===== config.mk =====
export PLATFORM = sky130hd
export DESIGN_NAME = mac_engine_ctrl
export DESIGN_NICKNAME = d
export VERILOG_FILES = /design/src/rtl/mac_package.sv /design/src/rtl/mac_ctrl_wdog.sv /design/src/rtl/mac_engine_ctrl.sv
export SDC_FILE = /design/constraint.sdc
export NUM_CORES = 1
export LEC_CHECK = 0
export ABC_CLOCK_PERIOD_IN_PS = 2600
export BUFFER_PORTS_ARGS = -buffer_cell sky130_fd_sc_hd__buf_2
export CAP_MARGIN = 20
export CORE_UTILIZATION = 50
export DETAILED_ROUTE_END_ITERATION = 10
export PLACE_DENSITY = 0.76
export SETUP_SLACK_MARGIN = 0.3
export SLEW_MARGIN = 20
export SYNTH_ARGS = -nofsm -noshare
export SYNTH_HDL_FRONTEND = slang
export SYNTH_SLANG_ARGS = --single-unit
export TNS_END_PERCENT = 1

===== constraint.sdc =====
create_clock -name clk_i -period 2.6 [get_ports clk_i]
set_input_delay 0.52 -clock clk_i [delete_from_list [all_inputs] [get_ports clk_i]]
set_output_delay 0.52 -clock clk_i [all_outputs]
set_load 0.01 [all_outputs]

===== src/rtl/mac_package.sv =====
// mac_package: shared types, sizes and FSM encoding for the MAC engine controller.
`default_nettype none

package mac_package;

    localparam int MAC_CNT_LEN = 256;
    localparam int MAC_CNT_W   = $clog2(MAC_CNT_LEN) + 1;

    typedef struct packed {
        logic                 clear;
        logic                 enable;
        logic                 start;
        logic                 simple_mul;
        logic [5:0]           shift;
        logic [MAC_CNT_W-1:0] len;
    } ctrl_engine_t;

    typedef struct packed {
        logic [MAC_CNT_W-1:0] cnt;
        logic                 acc_done;
    } flags_engine_t;

    typedef enum logic [2:0] {
        ST_IDLE    = 3'd0,
        ST_CLEAR   = 3'd1,
        ST_START   = 3'd2,
        ST_COMPUTE = 3'd3,
        ST_NEXT    = 3'd4,
        ST_DONE    = 3'd5
    } mac_ctrl_state_e;

endpackage

`default_nettype wire


===== src/rtl/mac_ctrl_wdog.sv =====
// mac_ctrl_wdog: progress watchdog; trips after WDOG_CYCLES consecutive idle cycles while running.
`default_nettype none

module mac_ctrl_wdog #(
    parameter int WDOG_CYCLES = 1024
) (
    input  logic clk_i,
    input  logic rst_ni,
    input  logic restart_i,
    input  logic run_i,
    input  logic kick_i,
    output logic trip_o
);

    localparam int CNT_W = $clog2(WDOG_CYCLES + 1);

    logic [CNT_W-1:0] cnt_q, cnt_d;

    always_comb begin
        cnt_d = cnt_q;
        if (restart_i || kick_i || !run_i) begin
            cnt_d = '0;
        end else begin
            cnt_d = cnt_q + 1'b1;
        end
    end

    // Trip on the cycle that would bring the count to WDOG_CYCLES.
    assign trip_o = run_i & ~kick_i & ~restart_i & (cnt_q == CNT_W'(WDOG_CYCLES - 1));

    always_ff @(posedge clk_i) begin
        if (!rst_ni) begin
            cnt_q <= '0;
        end else begin
            cnt_q <= cnt_d;
        end
    end

endmodule

`default_nettype wire


===== src/rtl/mac_engine_ctrl.sv =====
// mac_engine_ctrl: job sequencer for the MAC engine (clear/start/compute per iteration).
// Optional progress watchdog enabled by defining MAC_CTRL_WATCHDOG_EN.
`default_nettype none

module mac_engine_ctrl
    import mac_package::*;
#(
    parameter int ITER_W      = 16,
    parameter int WDOG_CYCLES = 1024
) (
    input  logic                 clk_i,
    input  logic                 rst_ni,
    input  logic                 test_mode_i,
    input  logic                 clear_i,
    input  logic                 job_valid_i,
    output logic                 job_ready_o,
    input  logic [MAC_CNT_W-1:0] job_len_i,
    input  logic [5:0]           job_shift_i,
    input  logic                 job_simple_mul_i,
    input  logic [ITER_W-1:0]    job_nb_iter_i,
    output ctrl_engine_t         engine_ctrl_o,
    input  flags_engine_t        engine_flags_i,
    input  logic                 d_hs_i,
    output logic                 stream_req_o,
    output logic                 busy_o,
    output logic                 done_o,
    output logic [ITER_W-1:0]    iter_o,
    output logic                 err_o
);

    mac_ctrl_state_e      state_q, state_d;
    logic [ITER_W-1:0]    iter_q, iter_d, nb_iter_q, nb_iter_d, iter_inc;
    logic [MAC_CNT_W-1:0] len_q, len_d, prod_q, prod_d, prod_inc;
    logic [5:0]           shift_q, shift_d;
    logic                 simple_q, simple_d;
    logic                 err_q, err_d;
    logic                 in_compute;
    logic                 wdog_trip;
    logic                 unused_ok;

    assign in_compute = (state_q == ST_COMPUTE);
    assign iter_inc   = iter_q + 1'b1;
    assign prod_inc   = prod_q + 1'b1;
    assign unused_ok  = ^{test_mode_i, engine_flags_i.cnt};

`ifdef MAC_CTRL_WATCHDOG_EN
    mac_ctrl_wdog #(
        .WDOG_CYCLES (WDOG_CYCLES)
    ) u_wdog (
        .clk_i     (clk_i),
        .rst_ni    (rst_ni),
        .restart_i (clear_i),
        .run_i     (in_compute),
        .kick_i    (d_hs_i | engine_flags_i.acc_done),
        .trip_o    (wdog_trip)
    );
`else
    logic unused_wdog;
    assign unused_wdog = (WDOG_CYCLES == 0);
    assign wdog_trip   = 1'b0;
`endif

    always_comb begin
        state_d   = state_q;
        iter_d    = iter_q;
        nb_iter_d = nb_iter_q;
        len_d     = len_q;
        prod_d    = prod_q;
        shift_d   = shift_q;
        simple_d  = simple_q;
        err_d     = err_q;
        if (clear_i) begin
            state_d = ST_IDLE;
            iter_d  = '0;
            prod_d  = '0;
            err_d   = 1'b0;
        end else begin
            case (state_q)
                ST_IDLE: begin
                    if (job_valid_i) begin
                        nb_iter_d = job_nb_iter_i;
                        len_d     = job_len_i;
                        shift_d   = job_shift_i;
                        simple_d  = job_simple_mul_i;
                        iter_d    = '0;
                        prod_d    = '0;
                        // Degenerate jobs finish without touching the engine.
                        state_d   = ((job_nb_iter_i == '0) || (job_len_i == '0)) ? ST_DONE : ST_CLEAR;
                    end
                end
                ST_CLEAR: state_d = ST_START;
                ST_START: state_d = ST_COMPUTE;
                ST_COMPUTE: begin
                    if (wdog_trip) begin
                        err_d   = 1'b1;
                        prod_d  = '0;
                        state_d = ST_DONE;
                    end else if (simple_q) begin
                        if (d_hs_i) begin
                            if (prod_inc == len_q) begin
                                prod_d  = '0;
                                state_d = ST_NEXT;
                            end else begin
                                prod_d = prod_inc;
                            end
                        end
                    end else if (engine_flags_i.acc_done) begin
                        state_d = ST_NEXT;
                    end
                end
                ST_NEXT: begin
                    iter_d  = iter_inc;
                    state_d = (iter_inc == nb_iter_q) ? ST_DONE : ST_CLEAR;
                end
                ST_DONE: state_d = ST_IDLE;
                default: state_d = ST_IDLE;
            endcase
        end
    end

    always_ff @(posedge clk_i) begin
        if (!rst_ni) begin
            state_q   <= ST_IDLE;
            iter_q    <= '0;
            nb_iter_q <= '0;
            len_q     <= '0;
            prod_q    <= '0;
            shift_q   <= '0;
            simple_q  <= 1'b0;
            err_q     <= 1'b0;
        end else begin
            state_q   <= state_d;
            iter_q    <= iter_d;
            nb_iter_q <= nb_iter_d;
            len_q     <= len_d;
            prod_q    <= prod_d;
            shift_q   <= shift_d;
            simple_q  <= simple_d;
            err_q     <= err_d;
        end
    end

    assign job_ready_o              = rst_ni & (state_q == ST_IDLE) & ~clear_i;
    assign engine_ctrl_o.clear      = clear_i | (state_q == ST_CLEAR) | wdog_trip;
    assign engine_ctrl_o.enable     = (state_q != ST_IDLE);
    assign engine_ctrl_o.start      = (state_q == ST_START);
    assign engine_ctrl_o.simple_mul = simple_q;
    assign engine_ctrl_o.shift      = shift_q;
    assign engine_ctrl_o.len        = len_q;
    assign stream_req_o             = (state_q == ST_START);
    assign busy_o                   = (state_q != ST_IDLE);
    assign done_o                   = (state_q == ST_DONE) & ~clear_i;
    assign iter_o                   = iter_q;
    assign err_o                    = err_q;

endmodule

`default_nettype wire


==> results by group <==
Routing
  – Post-DRT Antenna Nets: 0
  – Max Used Layer: met4
  – Pre-antenna DRT Iters: 4
  – Drt total wl: 8.54 mm
  – DRT iter0 DRCs: 188
  – Met2 routed WL: 3.73 mm
  – WL met3: 423 µm
  – Metal1 wirelength: 4.29 mm
  – Drt via density: 5.46
  – DR vias: 3388
  – Drt drc: 0
  – Drt wl/cell: 13.8 µm

Critical path
  – Critical path's largest stage delay: 0.50 ns
  – Crit. End Element: flop
  – R2r startpoint: prod_q[1]
  – R2R cell count: 8
  – Worst EP required: 2.87 ns
  – Reg2reg end: prod_q[2]
  – Crit Path Category: flop to flop
  – Worst path top cell family by delay: simple AND/OR/NAND/NOR gates
  – Crit path cell chain: ha_1, nand3_4, or3_1, nand4_1, nor4_2, a211oi_2, o21ai_0, nand2_1
  – CP Max Fanout: 8
  – Buf+Inv Stages, Crit Path: 0
  – Internal reg-to-reg setup slack: 0.31 ns
  – Slowest CP cell: a211oi_2
  – Worst EP arrival: 2.56 ns
  – Critical Path Source Type: flop

Finish
  – Finished Core Util: 0.610
  – Register area: 1200 µm²
  – Fill cells: 643
  – Share of layout cells above drive strength 1: 0.221
  – Syn-to-layout area delta: 17.7%
  – Nets: 571
  – Commonest non-fill, non-tap cell in the layout: nand2_1
  – Commonest cells after routing, fill and taps aside: nand2_1, buf_2, dfxtp_1, nor2_1, a21boi_0
  – ANT cells: 0
  – Multi-input logic area: 2140 µm²
  – Final cell count without fillers: 621

Logic synthesis
  – Synthesized cell area: 3520 µm²
  – Number of distinct library cells after synthesis: 62
  – Sequential area share after synthesis: 0.341
  – Syn_nets: 508
  – Syn Area/Cell: 7.68 µm²
  – Top cell type by total area after synthesis: dfxtp_1
  – Area fraction of the dominant cell type after synthesis: 0.341
  – Synth Instances: 458
  – Async SR Flop Fraction: 0
  – Synth warn: 0
  – Dominant synthesized flop cell: dfxtp_1
  – Synth top area cells: dfxtp_1, nand2_1, a21boi_0
  – Synthesized flop and latch total: 60
  – Number of flops mapped to enable cells by yosys: 0

Pwr
  – Worst VDD drop: 0.384 mV
  – Pleak: 1.68 nW
  – PD cells: 513 nW/µm²
  – Seq pwr share: 0.456
  – Clock power frac: 0.447
  – Internal power consumption: 0.00162 W
  – Power share of the combinational group: 0.097
  – Net Sw Power: 0.000511 W
  – Switching share of power: 0.240

Die
  – Starting Density: 0.518
  – Overall die height: 85.9 µm
  – Die X: 85.9 µm
  – Core area: 6790 µm²
  – Die ar.: 7380 µm²
  – Io pins: 88
  – Row count: 30

Flow run
  – Maximum capacitance violations: 0

STA
  – Worst Tran Pin Value: 0.787 ns
  – Max Clock Freq: 436 MHz
  – Worst Skew: 0.00803 ns
  – Max-slew violation count: 0
  – Relative slew margins: 0.469
  – Post-layout min period: 2.29 ns
  – Tcrit/Tclk final: 0.882
  – WHS: 0.430 ns
  – RSZ-0062 raised after global routing: yes
  – Setup_tns: 0 ns
  – Endpoints failing setup: 0
  – Hold Vio Cnt, Final: 0

Worst hold path
  – Hold Path Depth: 3
  – Hold_sp: job_shift_i[0]
  – Min-Delay Path Class: input pin to flop
  – Min-Delay Endpoint: shift_q[0]

Global routing
  – Global route overflow: 0
  – Total GRT Usage: 0.249
  – Initial antenna violation count: 0
  – Global-route wire length before repair: 14.5 mm
  – Largest net degree at the start of global routing: 34
  – Vias in the first global route: 3058

Clocking
  – CTS tree: built
  – CTS Buf Count: 9
  – Root Buffer Master: clkbuf_8
  – Worst-Skew Late Latency: 0.33 ns
  – CTS Hold Bufs: 0
  – Clock-pin slew on the worst setup and hold paths: 0.07 ns
  – Clk buf depth: 2
  – # H-tree levels: 3
  – Clk sinks: 60
  – Post-CTS Setup Inserts: 0

Placed design
  – Final HPWL DP: 6.25 mm
  – Placed Cells: 606
  – IO Port Bufs: 76
  – Gpl congestion: 0.912

Outcome
  – Outcome: completed
-- kinds of logic (layout without fill, tap and decap cells) --
| kind of cell | Yosys count | count (layout) | share of synthesized area |
|---|---|---|---|
| xor gates and xnor gates | 33 | 33 | 0.0821 |
| and+or+nand+nor | 215 | 215 | 0.306 |
| DFF | 60 | 60 | 0.341 |
| adders and majority gates | 2 | 2 | 0.00711 |
| AOI/OAI and AO/OA | 110 | 110 | 0.210 |
| other | 1 | 1 | 0.00107 |
| buffers and inverters | 37 | 104 | 0.0526 |
-- per-layer routing --
layer	GRT usage	up-vias
met1	0.351	1565
met4	0.0864	0
met2	0.378	92
li1	-	1719
met5	0	-
met3	0.0491	12
-- Yosys cell counts, types with 3 or more instances --
cell type  instances
and4_1             5
nand3_1            8
nand2b_1           3
o21ai_0           24
buf_4              9
o21ai_1            4
nand4_1            8
or3_1              5
inv_1              5
nand2_1           97
a21boi_0          33
nor4_1            11
xor2_1            13
nor2_1            37
nor3_1             7
a21oi_1           22
and2_1             6
nor3b_1            4
dfxtp_1           60
and3_1             3
clkbuf_1          18
a31oi_1            4
a22oi_1            4
buf_2              4
xnor2_1           20
-- worst register-to-register path: cells and delay by family, from the launching register on --
kind | cells | cell delay (ns)
flops | 1 | 0.39
fa+ha+maj | 1 | 0.33
compound gates | 2 | 0.68
simple gates | 5 | 0.85
-- worst max path at each step --
stage | from | end | slack (ns) | depth (start not counted)
floorplan | iter_o[0] | state_q[2] | 0.47 | 9
global placement | prod_q[1] | prod_q[6] | 0.39 | 8
detailed placement | iter_o[1] | state_q[2] | 0.33 | 8
CTS | iter_o[1] | state_q[2] | 0.31 | 8
global route | prod_q[1] | prod_q[2] | 0.17 | 8
finish | prod_q[1] | prod_q[2] | 0.31 | 8
-- through the flow --
stage	power, W	worst slack (ns)	instance area [µm²]
2_1_floorplan	0.00111	0.467	3520
3_3_place_gp	0.00119	0.394	3920
3_5_place_dp	0.00120	0.327	3920
4_1_cts	0.00215	0.313	4140
5_1_grt	0.00222	0.168	4140
6_report	0.00213	0.306	4140
-- power by group through the flow --
stage	registers, W	logic (W)	clock network [W]
2_1_floorplan	0.000989	0.000125	0
3_3_place_gp	0.000990	0.000202	0
3_5_place_dp	0.000991	0.000207	0
4_1_cts	0.000970	0.000207	0.000969
5_1_grt	0.000973	0.000233	0.00101
6_report	0.000970	0.000207	0.000950
-- state kept, by name, summed over array words and instances (netlist names) --
| name | count |
|---|---|
| iter_o | 16 |
| nb_iter_q | 16 |
| len_q | 9 |
| prod_q | 9 |
| shift_q | 6 |
| state_q | 3 |
| simple_q | 1 |
-- area by class of cell --
cell class,instances,share of cell area
Tap cell,96,0.0290
Inverter,5,0.00453
Clock inverter,4,0.0175
Sequential cell,60,0.290
Multi-Input combinational cell,361,0.516
Clock buffer,11,0.0365
Timing Repair Buffer,84,0.106
-- timing repair --
action | 4_1_cts | 5_1_grt
gates resized for setup | 0 | 2
endpoints found under the setup margin | 0 | 9
hold endpoints to repair | 0 | 0
Note: power is estimated with default switching activity, not from simulation.
